File: config.mk
export PLATFORM = sky130hd
export DESIGN_NAME = fetch_stage
export DESIGN_NICKNAME = d
export VERILOG_FILES = /design/src/rtl/riscv_pkg.sv /design/src/rtl/fetch_stage.sv
export SDC_FILE = /design/constraint.sdc
export NUM_CORES = 1
export LEC_CHECK = 0
export CORE_ASPECT_RATIO = 0.5
export CORE_MARGIN = 5
export CORE_UTILIZATION = 45
export DETAILED_ROUTE_END_ITERATION = 16
export PLACE_DENSITY = 0.77
export SKIP_LAST_GASP = 1
export SLEW_MARGIN = 10
export SYNTH_ARGS = -nofsm -noshare
export SYNTH_HDL_FRONTEND = slang
export SYNTH_SLANG_ARGS = --single-unit
File: constraint.sdc
create_clock -name clk -period 2.7 [get_ports clk]
set_clock_uncertainty 0.2 [all_clocks]
set_input_delay 0.81 -clock clk [delete_from_list [all_inputs] [get_ports clk]]
set_output_delay 0.81 -clock clk [all_outputs]
set_load 0.005 [all_outputs]
File: src/rtl/riscv_pkg.sv
// ---------------------------------------------------------------------------
// riscv_pkg
//   Shared definitions for the instruction-fetch front end.
//
//   DEFAULT_XLEN  : default datapath / address width
//   NOP_INSTR     : canonical RISC-V NOP (addi x0, x0, 0) used for bubbles
//   fetch_state_t : fetch FSM encoding
//       REQ   - request slot open, imem_req may be raised
//       WAIT  - request accepted, waiting for its response
//       DRAIN - a redirect flushed the fetch; the stale response is still
//               owed by memory and must be swallowed when it arrives
// ---------------------------------------------------------------------------
package riscv_pkg;

    localparam int          DEFAULT_XLEN = 32;
    localparam logic [31:0] NOP_INSTR    = 32'h0000_0013;

    typedef enum logic [1:0] {
        REQ   = 2'd0,
        WAIT  = 2'd1,
        DRAIN = 2'd2
    } fetch_state_t;

endpackage : riscv_pkg

File: src/rtl/fetch_stage.sv
// ---------------------------------------------------------------------------
// fetch_stage
//   Instruction-fetch stage sitting directly in front of the IF/ID pipeline
//   registers. Owns the program counter, issues one instruction-memory read
//   at a time, and presents {if_pc, if_instr, if_valid} downstream. While a
//   fetch is in flight the output slot carries a NOP bubble.
//
// Handshakes:
//   imem_req/imem_ready : a request transfers on a rising edge where both are
//                         high; imem_addr must be stable while imem_req is
//                         high. Only one request is ever outstanding.
//   imem_rvalid         : one response per accepted request, never earlier
//                         than the cycle after acceptance; it is only looked
//                         at in WAIT or DRAIN.
//   if_valid/stall      : the presented instruction is consumed on every
//                         edge with if_valid=1 and stall=0; with stall=1 it
//                         is held unchanged.
//
// Ports:
//   clk          in   1     rising-edge clock
//   rst          in   1     asynchronous, active-low reset
//   stall        in   1     downstream hold
//   redirect     in   1     branch/jump taken, flush and refetch
//   redirect_pc  in   XLEN  redirect target (bits [1:0] forced to 0)
//   imem_req     out  1     fetch request valid
//   imem_addr    out  XLEN  fetch address (word aligned)
//   imem_ready   in   1     memory accepts the request this cycle
//   imem_rvalid  in   1     read data valid
//   imem_rdata   in   32    instruction word
//   if_pc        out  XLEN  PC of the presented instruction
//   if_instr     out  32    presented instruction (NOP when if_valid=0)
//   if_valid     out  1     presented instruction is real
//   dbg_state    out  2     current fetch FSM state
// ---------------------------------------------------------------------------
module fetch_stage
    import riscv_pkg::*;
#(
    parameter int                XLEN     = DEFAULT_XLEN,
    parameter logic [XLEN-1:0]   RESET_PC = '0
) (
    input  logic                 clk,
    input  logic                 rst,
    input  logic                 stall,
    input  logic                 redirect,
    input  logic [XLEN-1:0]      redirect_pc,
    output logic                 imem_req,
    output logic [XLEN-1:0]      imem_addr,
    input  logic                 imem_ready,
    input  logic                 imem_rvalid,
    input  logic [31:0]          imem_rdata,
    output logic [XLEN-1:0]      if_pc,
    output logic [31:0]          if_instr,
    output logic                 if_valid,
    output fetch_state_t         dbg_state
);

    localparam logic [XLEN-1:0] PC_STEP    = XLEN'(4);
    localparam logic [XLEN-1:0] ALIGN_MASK = ~XLEN'(3);

    // -----------------------------------------------------------------------
    // State
    // -----------------------------------------------------------------------
    fetch_state_t      r_state;
    logic [XLEN-1:0]   r_pc;        // next address to fetch
    logic [XLEN-1:0]   r_req_pc;    // address of the request in flight
    logic [XLEN-1:0]   r_if_pc;
    logic [31:0]       r_if_instr;
    logic              r_if_valid;

    // -----------------------------------------------------------------------
    // Combinational helpers
    // -----------------------------------------------------------------------
    logic              w_imem_req;
    logic              w_accept;
    logic              w_consume;
    logic [XLEN-1:0]   w_redirect_pc;
    logic [XLEN-1:0]   w_next_pc;

    // A request is only raised when the output slot is empty or is being
    // consumed on this edge, so by the time the response lands in WAIT the
    // slot is guaranteed free. Redirect suppresses the request so nothing can
    // be accepted on the flush edge. The rst term keeps imem_req low for the
    // whole time reset is asserted.
    always_comb begin
        w_imem_req = 1'b0;
        if (rst && (r_state == REQ)) begin
            w_imem_req = (!r_if_valid || !stall) && !redirect;
        end
    end

    assign w_accept      = w_imem_req && imem_ready;
    assign w_consume     = r_if_valid && !stall;
    assign w_redirect_pc = redirect_pc & ALIGN_MASK;
    // Plain modular add: 0xFFFF_FFFC + 4 wraps to 0.
    assign w_next_pc     = r_req_pc + PC_STEP;

    // -----------------------------------------------------------------------
    // FSM, PC and output slot
    // -----------------------------------------------------------------------
    always_ff @(posedge clk or negedge rst) begin
        if (!rst) begin
            r_state    <= REQ;
            r_pc       <= RESET_PC;
            r_req_pc   <= RESET_PC;
            r_if_pc    <= '0;
            r_if_instr <= NOP_INSTR;
            r_if_valid <= 1'b0;
        end else begin
            // Consumption empties the slot; a word loading on the same edge
            // (WAIT branch below) overrides this.
            if (w_consume) begin
                r_if_valid <= 1'b0;
                r_if_instr <= NOP_INSTR;
            end

            if (redirect) begin
                // Flush wins over stall and over any response on this edge.
                r_pc       <= w_redirect_pc;
                r_if_valid <= 1'b0;
                r_if_instr <= NOP_INSTR;
                unique case (r_state)
                    // A response still owed by memory must be swallowed.
                    WAIT:    r_state <= imem_rvalid ? REQ : DRAIN;
                    DRAIN:   r_state <= imem_rvalid ? REQ : DRAIN;
                    default: r_state <= REQ;
                endcase
            end else begin
                unique case (r_state)
                    REQ: begin
                        if (w_accept) begin
                            r_req_pc <= r_pc;
                            r_state  <= WAIT;
                        end
                    end
                    WAIT: begin
                        if (imem_rvalid) begin
                            r_if_pc    <= r_req_pc;
                            r_if_instr <= imem_rdata;
                            r_if_valid <= 1'b1;
                            r_pc       <= w_next_pc;
                            r_state    <= REQ;
                        end
                    end
                    DRAIN: begin
                        // Stale data is dropped; r_pc already holds the target.
                        if (imem_rvalid) begin
                            r_state <= REQ;
                        end
                    end
                    default: r_state <= REQ;
                endcase
            end
        end
    end

    // -----------------------------------------------------------------------
    // Outputs
    // -----------------------------------------------------------------------
    assign imem_req  = w_imem_req;
    assign imem_addr = r_pc;
    assign if_pc     = r_if_pc;
    assign if_instr  = r_if_instr;
    assign if_valid  = r_if_valid;
    assign dbg_state = r_state;

endmodule : fetch_stage

After elaboration in Yosys (flattened, before gate mapping)
Index checks and enable logic that the tools add are counted.
W data, S select, Z words.
{"block": "word_totals", "input_bits": 70, "word_cells": 46, "output_inout_bits": 100, "ff_bits": 131}
{"block": "classes", "addsub": 1, "eq_ne": 4, "n_mux": 18, "bitwise": 1, "n_reduce_logical": 16}
{"cell": "$mux W32", "n": 7}
{"cell": "$add A32 B3 Y32 const B", "n": 1}
{"cell": "$mux W2", "n": 5}
{"cell": "$reduce_and A3 Y1", "n": 2}
{"cell": "$mux W1", "n": 5}
{"cell": "$logic_and A1 B1 Y1", "n": 4}
{"cell": "$pmux W2 S2", "n": 1}
{"cell": "$reduce_and A2 Y1", "n": 2}
{"cell": "$reduce_bool A2 Y1", "n": 2}
{"cell": "$logic_not A1 Y1", "n": 3}
{"cell": "$ne A3 B1 Y1 const B", "n": 1}
{"cell": "$ne A3 B3 Y1 const B", "n": 1}
{"cell": "$eq A2 B1 Y1 const B", "n": 1}
{"cell": "$eq A2 B2 Y1 const B", "n": 1}
{"cell": "$logic_not A2 Y1", "n": 1}
{"cell": "$reduce_or A2 Y1", "n": 1}
{"cell": "$logic_or A1 B1 Y1", "n": 1}
{"cell": "$not A1 Y1", "n": 1}

Logic depth before layout (Yosys ltp)
Gate-level depths: netlist of the first run.
{"block": "logic_depth", "ltp_word": 8, "mapped_depth": 9, "mapped_depth_nobuf": 7}

Least setup slack after synthesis of the first run
No wires, ideal clock.
{"block": "synth_path", "path_kind": "in2out", "from": "input redirect", "to": "output imem_req", "path_slack_ns": 0.411, "arrival_time_ns": 1.279, "required_time_ns": 1.690, "path_buffers": 1, "cell_stages": 3, "cell_sequence": "clkbuf_1 > nor2b_1 > and3_1"}
{"block": "synth_between", "elab_chain_len": 3}
{"element": "start, declared", "line_no": "fetch_stage.sv:44", "source": "input logic redirect,"}
{"element": "$logic_not A1 Y1", "line_no": "fetch_stage.sv:87", "source": "w_imem_req = (!r_if_valid || !stall) && !redirect;"}
{"element": "$logic_and A1 B1 Y1", "line_no": "fetch_stage.sv:87"}
{"element": "$mux W1", "line_no": "fetch_stage.sv:86", "source": "if (rst && (r_state == REQ)) begin"}
{"element": "end, declared", "line_no": "fetch_stage.sv:46", "source": "output logic imem_req,"}
No other way between the ends.

Worst setup path in the final report of the first run
{"block": "layout_path", "from": "register r_state[0] (netlist: dbg_state[0])", "to": "output imem_req"}
{"block": "layout_between", "elab_chain_len": 3}
{"element": "start, declared", "line_no": "fetch_stage.sv:63", "source": "fetch_state_t r_state;"}
{"element": "start signal, assigned", "line_no": "fetch_stage.sv:123", "source": "WAIT: r_state <= imem_rvalid ? REQ : DRAIN;"}
{"element": "start signal, assigned", "line_no": "fetch_stage.sv:124", "source": "DRAIN: r_state <= imem_rvalid ? REQ : DRAIN;"}
{"element": "$logic_not A2 Y1", "line_no": "fetch_stage.sv:86"}
{"element": "$logic_and A1 B1 Y1", "line_no": "fetch_stage.sv:86"}
{"element": "$mux W1", "line_no": "fetch_stage.sv:86"}
No other way between the ends.

==> impl_results.md, run 1 <==
* Final core occ at 66.3%
* First-pass GRT wire length at 25.5 mm
* Final setup fails at 0
* Switching Share at 27.0%
* I/O Pins at 170
* Routability congestion estimate at 0.850
* Asr flop ratio synth at 100%
* Max-cap viol count at 0
* Count of final hold-check violations at 0
* Number of synthesized flops with an enable pin at 0
* CTS root buffer: clkbuf_16
* Fill cell total of the finished layout at 970
* Remaining DRCs at 0
* Area Overhead vs Synth at 45.6%
* Tot GR Track Use at 21.3%
* Worst-Margin Slew at 733 ps
* Yosys warns at 0
* Fmax at 389 MHz
* Crit path time final at 2570 ps
* Max-slew violations at 0
* Critical Path Start Type: flip-flop
* CTS tree: built
* Tcrit/Tclk final at 95.2%
* PD cells at 765 nW/um^2
* Vias per cell at 5.36
* Synth top area share at 56.2%
* Starting Density at 45.5%
* Relative slew margins at 51.1%
* Worst EP arrival at 1560 ps
* Top FF cell, synth: dfrtp_1
* Row cnt at 29
* CTS Buf Count at 17
* Placed cells at 855
* Non-filler cells, final at 888
* P_leak at 3.74 nW
* CP Buf/Inv Count at 2
* Hold Path Class: reg2reg
* CTS sink count at 131
* Routed wire length at 15.7 mm
* Drt initial violations at 288
* Cell taking the most area after synthesis: dfrtp_1
* GRT Residual Overflow at 0
* Final net count at 778
* Total core area at 12,500 um^2
* Sequential area share after synthesis at 57.6%
* Synth top area cells: dfrtp_1 (56%), nand2_1 (9.3%), mux2_2 (6.1%)
* First drt pass iteration count at 4
* Worst-Skew Late Latency at 400 ps
* Die height at 89.6 um
* Post-place setup slack at -276 ps
* Syn_nets at 608
* Vias in the first global route at 5,009
* Via count at 4,764
* H-tree Lvls at 4
* Mapped Area at 5700 um^2
* CP max stage delay at 410 ps
* Comb pwr share at 19.3%
* Hold WS at 269 ps
* Pint at 0.00463 W
* Clk pwr share at 37.9%
* Status: finished, final reports clean
* WS Path Type: reg2out
* Gate Count Post-Synth at 535
* PortBufs at 167
* Antenna Nets Post-Route at 0
* Largest net degree at the start of global routing at 132
* Crit path max-delay family: flip-flops
* Initial antenna violation count at 0
* Slowest CP cell: dfrtp_1
* Critical Path End Type: output pin
* Final WS setup at 129 ps
* Netlist cell types at 36
* Horiz. Die Dim at 169 um
* Mean area per synthesized cell at 10.6 um^2
* Clk buf depth at 2
* Worst-path clk slew at 60 ps
* Detail Placement HPWL at 10.5 mm
* Max IR drop VDD at 0.443 mV
* Worst Path Required at 1690 ps
* Crit path max fanout at 4
* Diode count at 0
* Flop pwr share at 42.8%
* NetSw at 0.00171 W
* Wire length per cell at 17.7 um
* Layout cells sized above 1 at 13.6%
* Total of flip-flops plus latches after synthesis at 131
* Crit-path cells: inv_1, ha_2, nor2b_4, and3_1, clkdlybuf4s15_1
* Die ar. at 15,100 um^2
* RSZ-0062 raised after global routing: no
worst register-to-register path, stage by stage (launching register included):
cell and delay [ps]:
dfrtp_1 480, ha_1 300, nand2_1 160, nor4_4 430, nand4_1 230, or3_1 350, nand3_1 90
cell families after synthesis:
group / count (synthesis) / share of synthesized area (%)
xor+xnor: 24 / 3.69
flops: 131 / 57.6
mux: 35 / 6.85
simple gates: 223 / 18.1
compound gates: 78 / 10.2
buf+inv: 41 / 2.88
fa+ha+maj: 3 / 0.659
state kept, by name, indices dropped and copies added (netlist names):
register   cells
imem_addr     32
if_instr      32
r_req_pc      32
if_pc         32
dbg_state      2
if_valid       1
repair_timing:
| item | CTS | global route |
|---|---|---|
| buffers inserted | 0 | 1 |
| gates cloned | 0 | 0 |
| setup endpoints to repair | 1 | 1 |
| gates resized for setup | 2 | 5 |
| pin swaps | 0 | 1 |
| hold buffers | 0 | 0 |
metrics by stage:
step | power, W | cell area (um^2) | setup TNS (ps)
after CTS | 0.00638 | 8280 | 0
after global routing | 0.00665 | 8300 | 0
after floorplan | 0.00321 | 5700 | 0
after detailed placement | 0.00396 | 7660 | -276
final | 0.00635 | 8300 | 0
after global placement | 0.00390 | 7660 | -265
power groups by stage:
| stage | Sequential (W) | Combinational (W) | Clock, W |
|---|---|---|---|
| after floorplan | 0.00265 | 0.000564 | 0 |
| after global placement | 0.00271 | 0.00119 | 0 |
| after detailed placement | 0.00273 | 0.00122 | 0 |
| after CTS | 0.00271 | 0.00124 | 0.00243 |
| after global routing | 0.00277 | 0.00134 | 0.00253 |
| final | 0.00272 | 0.00122 | 0.00240 |
final cells by class:
cell class	count	area (um^2)	area share, %
sequential	131	3280	39.6
multi-input combinational	363	2280	27.4
timing repair buffer	186	1880	22.7
clock buffer	23	498	6.00
tap	170	213	2.56
clock inverter	9	125	1.51
inverter	6	22.5	0.271
synthesized netlist by cell type (7+ instances only):
master      n
o221ai_1   14
a22o_1     29
nand3_1    11
buf_2       8
nand4_1    18
dfrtp_1   128
mux2_2     31
a21oi_1    15
nand2_1   141
nor2_1     19
xnor2_1     7
xor2_1     17
o21ai_0    11
clkbuf_1   25
and3_1      7
final timing paths:
kind	to	slack [ps]	startpoint	cells after the start
worst max-delay path	imem_req	130	dbg_state[0]$_DFFE_PN0P_	5
worst min-delay path	if_pc[8]$_DFFE_PN0P_	270	if_pc[8]$_DFFE_PN0P_	2
worst max register to register	imem_addr[22]$_DFFE_PN0P_	400	r_req_pc[2]$_DFFE_PN0P_	6
worst min register to register	if_pc[8]$_DFFE_PN0P_	270	if_pc[8]$_DFFE_PN0P_	2
max in group asynchronous	r_req_pc[8]$_DFFE_PN0P_	1470	rst	2
min in group asynchronous	if_pc[5]$_DFFE_PN0P_	360	rst	2
layout by cell type (no fill, tap or decap), drive strengths merged, types with 2 or more instances in the layout:
master         Yosys  layout
o22a               3       3
o21ai             11      11
clkinv             0       4
nor3b              5       5
nor2b              3       3
dfstp              3       3
a21oi             15      15
o221ai            14      14
clkbuf            25      23
and3               9       9
bufinv             0       3
nand4             19      19
inv                6       6
or3                2       2
nand3             11      11
mux2              32      32
clkdlybuf4s50      0     163
mux2i              3       3
clkinvlp           0       2
nor3               6       6
ha                 3       3
and2               3       3
nor2              19      19
a22o              29      29
dfrtp            128     128
xnor2              7       7
nor4               2       2
o31ai              4       4
xor2              17      17
buf               10      21
nand2            141     141
per-layer routing:
| layer | vias to the layer above | GRT usage, % | wire length, um |
|---|---|---|---|
| met4 | 0 | 5.92 | 177 |
| met2 | 154 | 36.5 | 7790 |
| met1 | 2398 | 27.1 | 6690 |
| li1 | 2198 | - | - |
| met3 | 14 | 5.83 | 1070 |
| met5 | - | 0 | 0 |
Note: power is estimated with default switching activity, not from simulation.
==> run 2: changes to the inputs <==
--- a/config.mk
+++ b/config.mk
@@ -8,7 +8,9 @@
 export CORE_ASPECT_RATIO = 0.5
 export CORE_MARGIN = 5
 export CORE_UTILIZATION = 45
+export CTS_BUF_LIST = sky130_fd_sc_hd__clkbuf_8 sky130_fd_sc_hd__clkbuf_16
 export DETAILED_ROUTE_END_ITERATION = 16
+export HOLD_SLACK_MARGIN = 0.12
 export PLACE_DENSITY = 0.77
 export SKIP_LAST_GASP = 1
 export SLEW_MARGIN = 10
==> run 2 against run 1 <==
Register-to-register slack is essentially flat; flip-flop and latch count stayed put; worst hold slack about the same; clock-buffer cell count decreased by 1; utilization is the same; first-iteration DRC count is the same; highest routed layer unchanged.
==> impl_results.md, run 2 (synthesis results as in run 1) <==
* Clk buf depth at 2 (unchanged)
* CTS root buffer: clkbuf_16 (unchanged)
* WS Path Type: reg2out (unchanged)
* Comb pwr share at 19.3% (about the same)
* Via count at 4,766 (was 4,764)
* Initial antenna violation count at 0 (unchanged)
* Die ar. at 15,100 um^2 (unchanged)
* Hold_buf cts at 0 (unchanged)
* Horiz. Die Dim at 169 um (unchanged)
* Total core area at 12,500 um^2 (unchanged)
* Largest net degree at the start of global routing at 132 (unchanged)
* Crit path time final at 2570 ps (about the same)
* Worst-Margin Slew at 740 ps (was 733 ps)
* Max-cap viol count at 0 (unchanged)
* Critical Path End Type: output pin (unchanged)
* Most common cell after layout, fill and taps aside: clkdlybuf4s50_1 (unchanged)
* Setup TNS at 0 ps (unchanged)
* Diode count at 0 (unchanged)
* Final setup fails at 0 (unchanged)
* NetSw at 0.00171 W (about the same)
* First drt pass iteration count at 4 (unchanged)
* Switching Share at 27.0% (about the same)
* Layout cells sized above 1 at 13.6% (unchanged)
* Hold WS at 269 ps (about the same)
* GRT Residual Overflow at 0 (unchanged)
* Routed wire length at 15.7 mm (about the same)
* PD cells at 765 nW/um^2 (about the same)
* Most frequent cells in the layout: clkdlybuf4s50_1 (163), nand2_1 (141), dfrtp_1 (128) (unchanged)
* Count of final hold-check violations at 0 (unchanged)
* Non-filler cells, final at 888 (unchanged)
* Area Overhead vs Synth at 45.6% (unchanged)
* Fmax at 389 MHz (about the same)
* Placed cells at 855 (unchanged)
* Flop pwr share at 42.9% (was 42.8%)
* Hold Path Class: reg2reg (unchanged)
* CTS tree: built (unchanged)
* Vias per cell at 5.37 (was 5.36)
* Pint at 0.00463 W (about the same)
* Die height at 89.6 um (unchanged)
* CTS Buf Count at 17 (unchanged)
* Row cnt at 29 (unchanged)
* Antenna Nets Post-Route at 0 (unchanged)
* Vias in the first global route at 5,009 (unchanged)
* Worst-Skew Late Latency at 400 ps (about the same)
* Worst EP arrival at 1560 ps (about the same)
* Remaining DRCs at 0 (unchanged)
* Starting Density at 45.5% (unchanged)
* Clk pwr share at 37.9% (about the same)
* P_leak at 3.75 nW (was 3.74 nW)
* I/O Pins at 170 (unchanged)
* Drt initial violations at 288 (unchanged)
* Tcrit/Tclk final at 95.3% (was 95.2%)
* Max IR drop VDD at 0.444 mV (was 0.443 mV)
* Critical Path Start Type: flip-flop (unchanged)
* Power, Total at 0.00634 W (was 0.00635 W)
* Routability congestion estimate at 0.850 (unchanged)
* Crit path max fanout at 4 (unchanged)
* Detail Placement HPWL at 10.5 mm (unchanged)
* PortBufs at 167 (unchanged)
* Final net count at 778 (unchanged)
* CTS sink count at 131 (unchanged)
* Worst-path clk slew at 60 ps (about the same)
* Tot GR Track Use at 21.3% (unchanged)
* Status: finished, final reports clean (unchanged)
* Worst Path Required at 1690 ps (about the same)
* RSZ-0062 raised after global routing: no (unchanged)
* H-tree Lvls at 4 (unchanged)
* First-pass GRT wire length at 25.5 mm (unchanged)
* Max-slew violations at 0 (unchanged)
* Relative slew margins at 50.7% (was 51.1%)
* Wire length per cell at 17.7 um (about the same)
-- run 2: cell types whose count changed in the layout (fill, tap and decap cells not counted), sizes merged --
cell,change
clkbuf,-1
inv,+1
-- run 2: worst paths after layout --
check,start,end,slack (ps),cells after the start
hold reg to reg,if_pc[8]$_DFFE_PN0P_,if_pc[8]$_DFFE_PN0P_,270,2
setup reg to reg,r_req_pc[2]$_DFFE_PN0P_,imem_addr[22]$_DFFE_PN0P_,390,6
min in group asynchronous,rst,if_pc[5]$_DFFE_PN0P_,360,2
max in group asynchronous,rst,r_req_pc[8]$_DFFE_PN0P_,1470,2
hold / removal,if_pc[8]$_DFFE_PN0P_,if_pc[8]$_DFFE_PN0P_,270,2
setup / recovery,dbg_state[0]$_DFFE_PN0P_,imem_req,130,5
-- run 2: what timing repair did --
| action | 4_1_cts | 5_1_grt |
|---|---|---|
| gates resized for setup | 2 | 5 |
| pin swaps | 0 | 1 |
| endpoints found under the hold margin | 0 | 0 |
| buffers inserted | 0 | 1 |
| endpoints found under the setup margin | 1 | 1 |
-- run 2: power by group through the flow --
stage | Clock [W] | Sequential (W) | Combinational (W)
after CTS | 0.00243 | 0.00271 | 0.00124
after global routing | 0.00253 | 0.00277 | 0.00134
final | 0.00240 | 0.00272 | 0.00122
after detailed placement | 0 | 0.00273 | 0.00122
after global placement | 0 | 0.00271 | 0.00119
after floorplan | 0 | 0.00265 | 0.000564
-- run 2: final cells by class --
type	instances	area, um^2
multi-input combinational	363	2280
inverter	6	22.5
tap	170	213
fill	970	4220
clock inverter	10	129
sequential	131	3280
clock buffer	22	494
timing repair buffer	186	1880
-- run 2: per-layer routing --
layer | global-route usage [%] | share of wire [%]
met1 | 27.1 | 43
met2 | 36.5 | 49
met3 | 5.83 | 6.8
met4 | 5.92 | 1.1
met5 | 0 | 0
-- run 2: stage by stage --
stage	worst slack (ps)	area (um^2)	util, %
global placement	-265	7660	61.2
finish	128	8300	66.3
CTS	19.7	8280	66.1
floorplan	411	5700	-
global route	32.0	8300	66.3
detailed placement	-276	7660	61.2
-- run 2: worst max-delay path: stages, from the launching register on --
cell	delay (ps)
dfrtp_1	410
inv_1	80
ha_2	180
nor2b_4	140
and3_1	150
clkdlybuf4s15_1	200
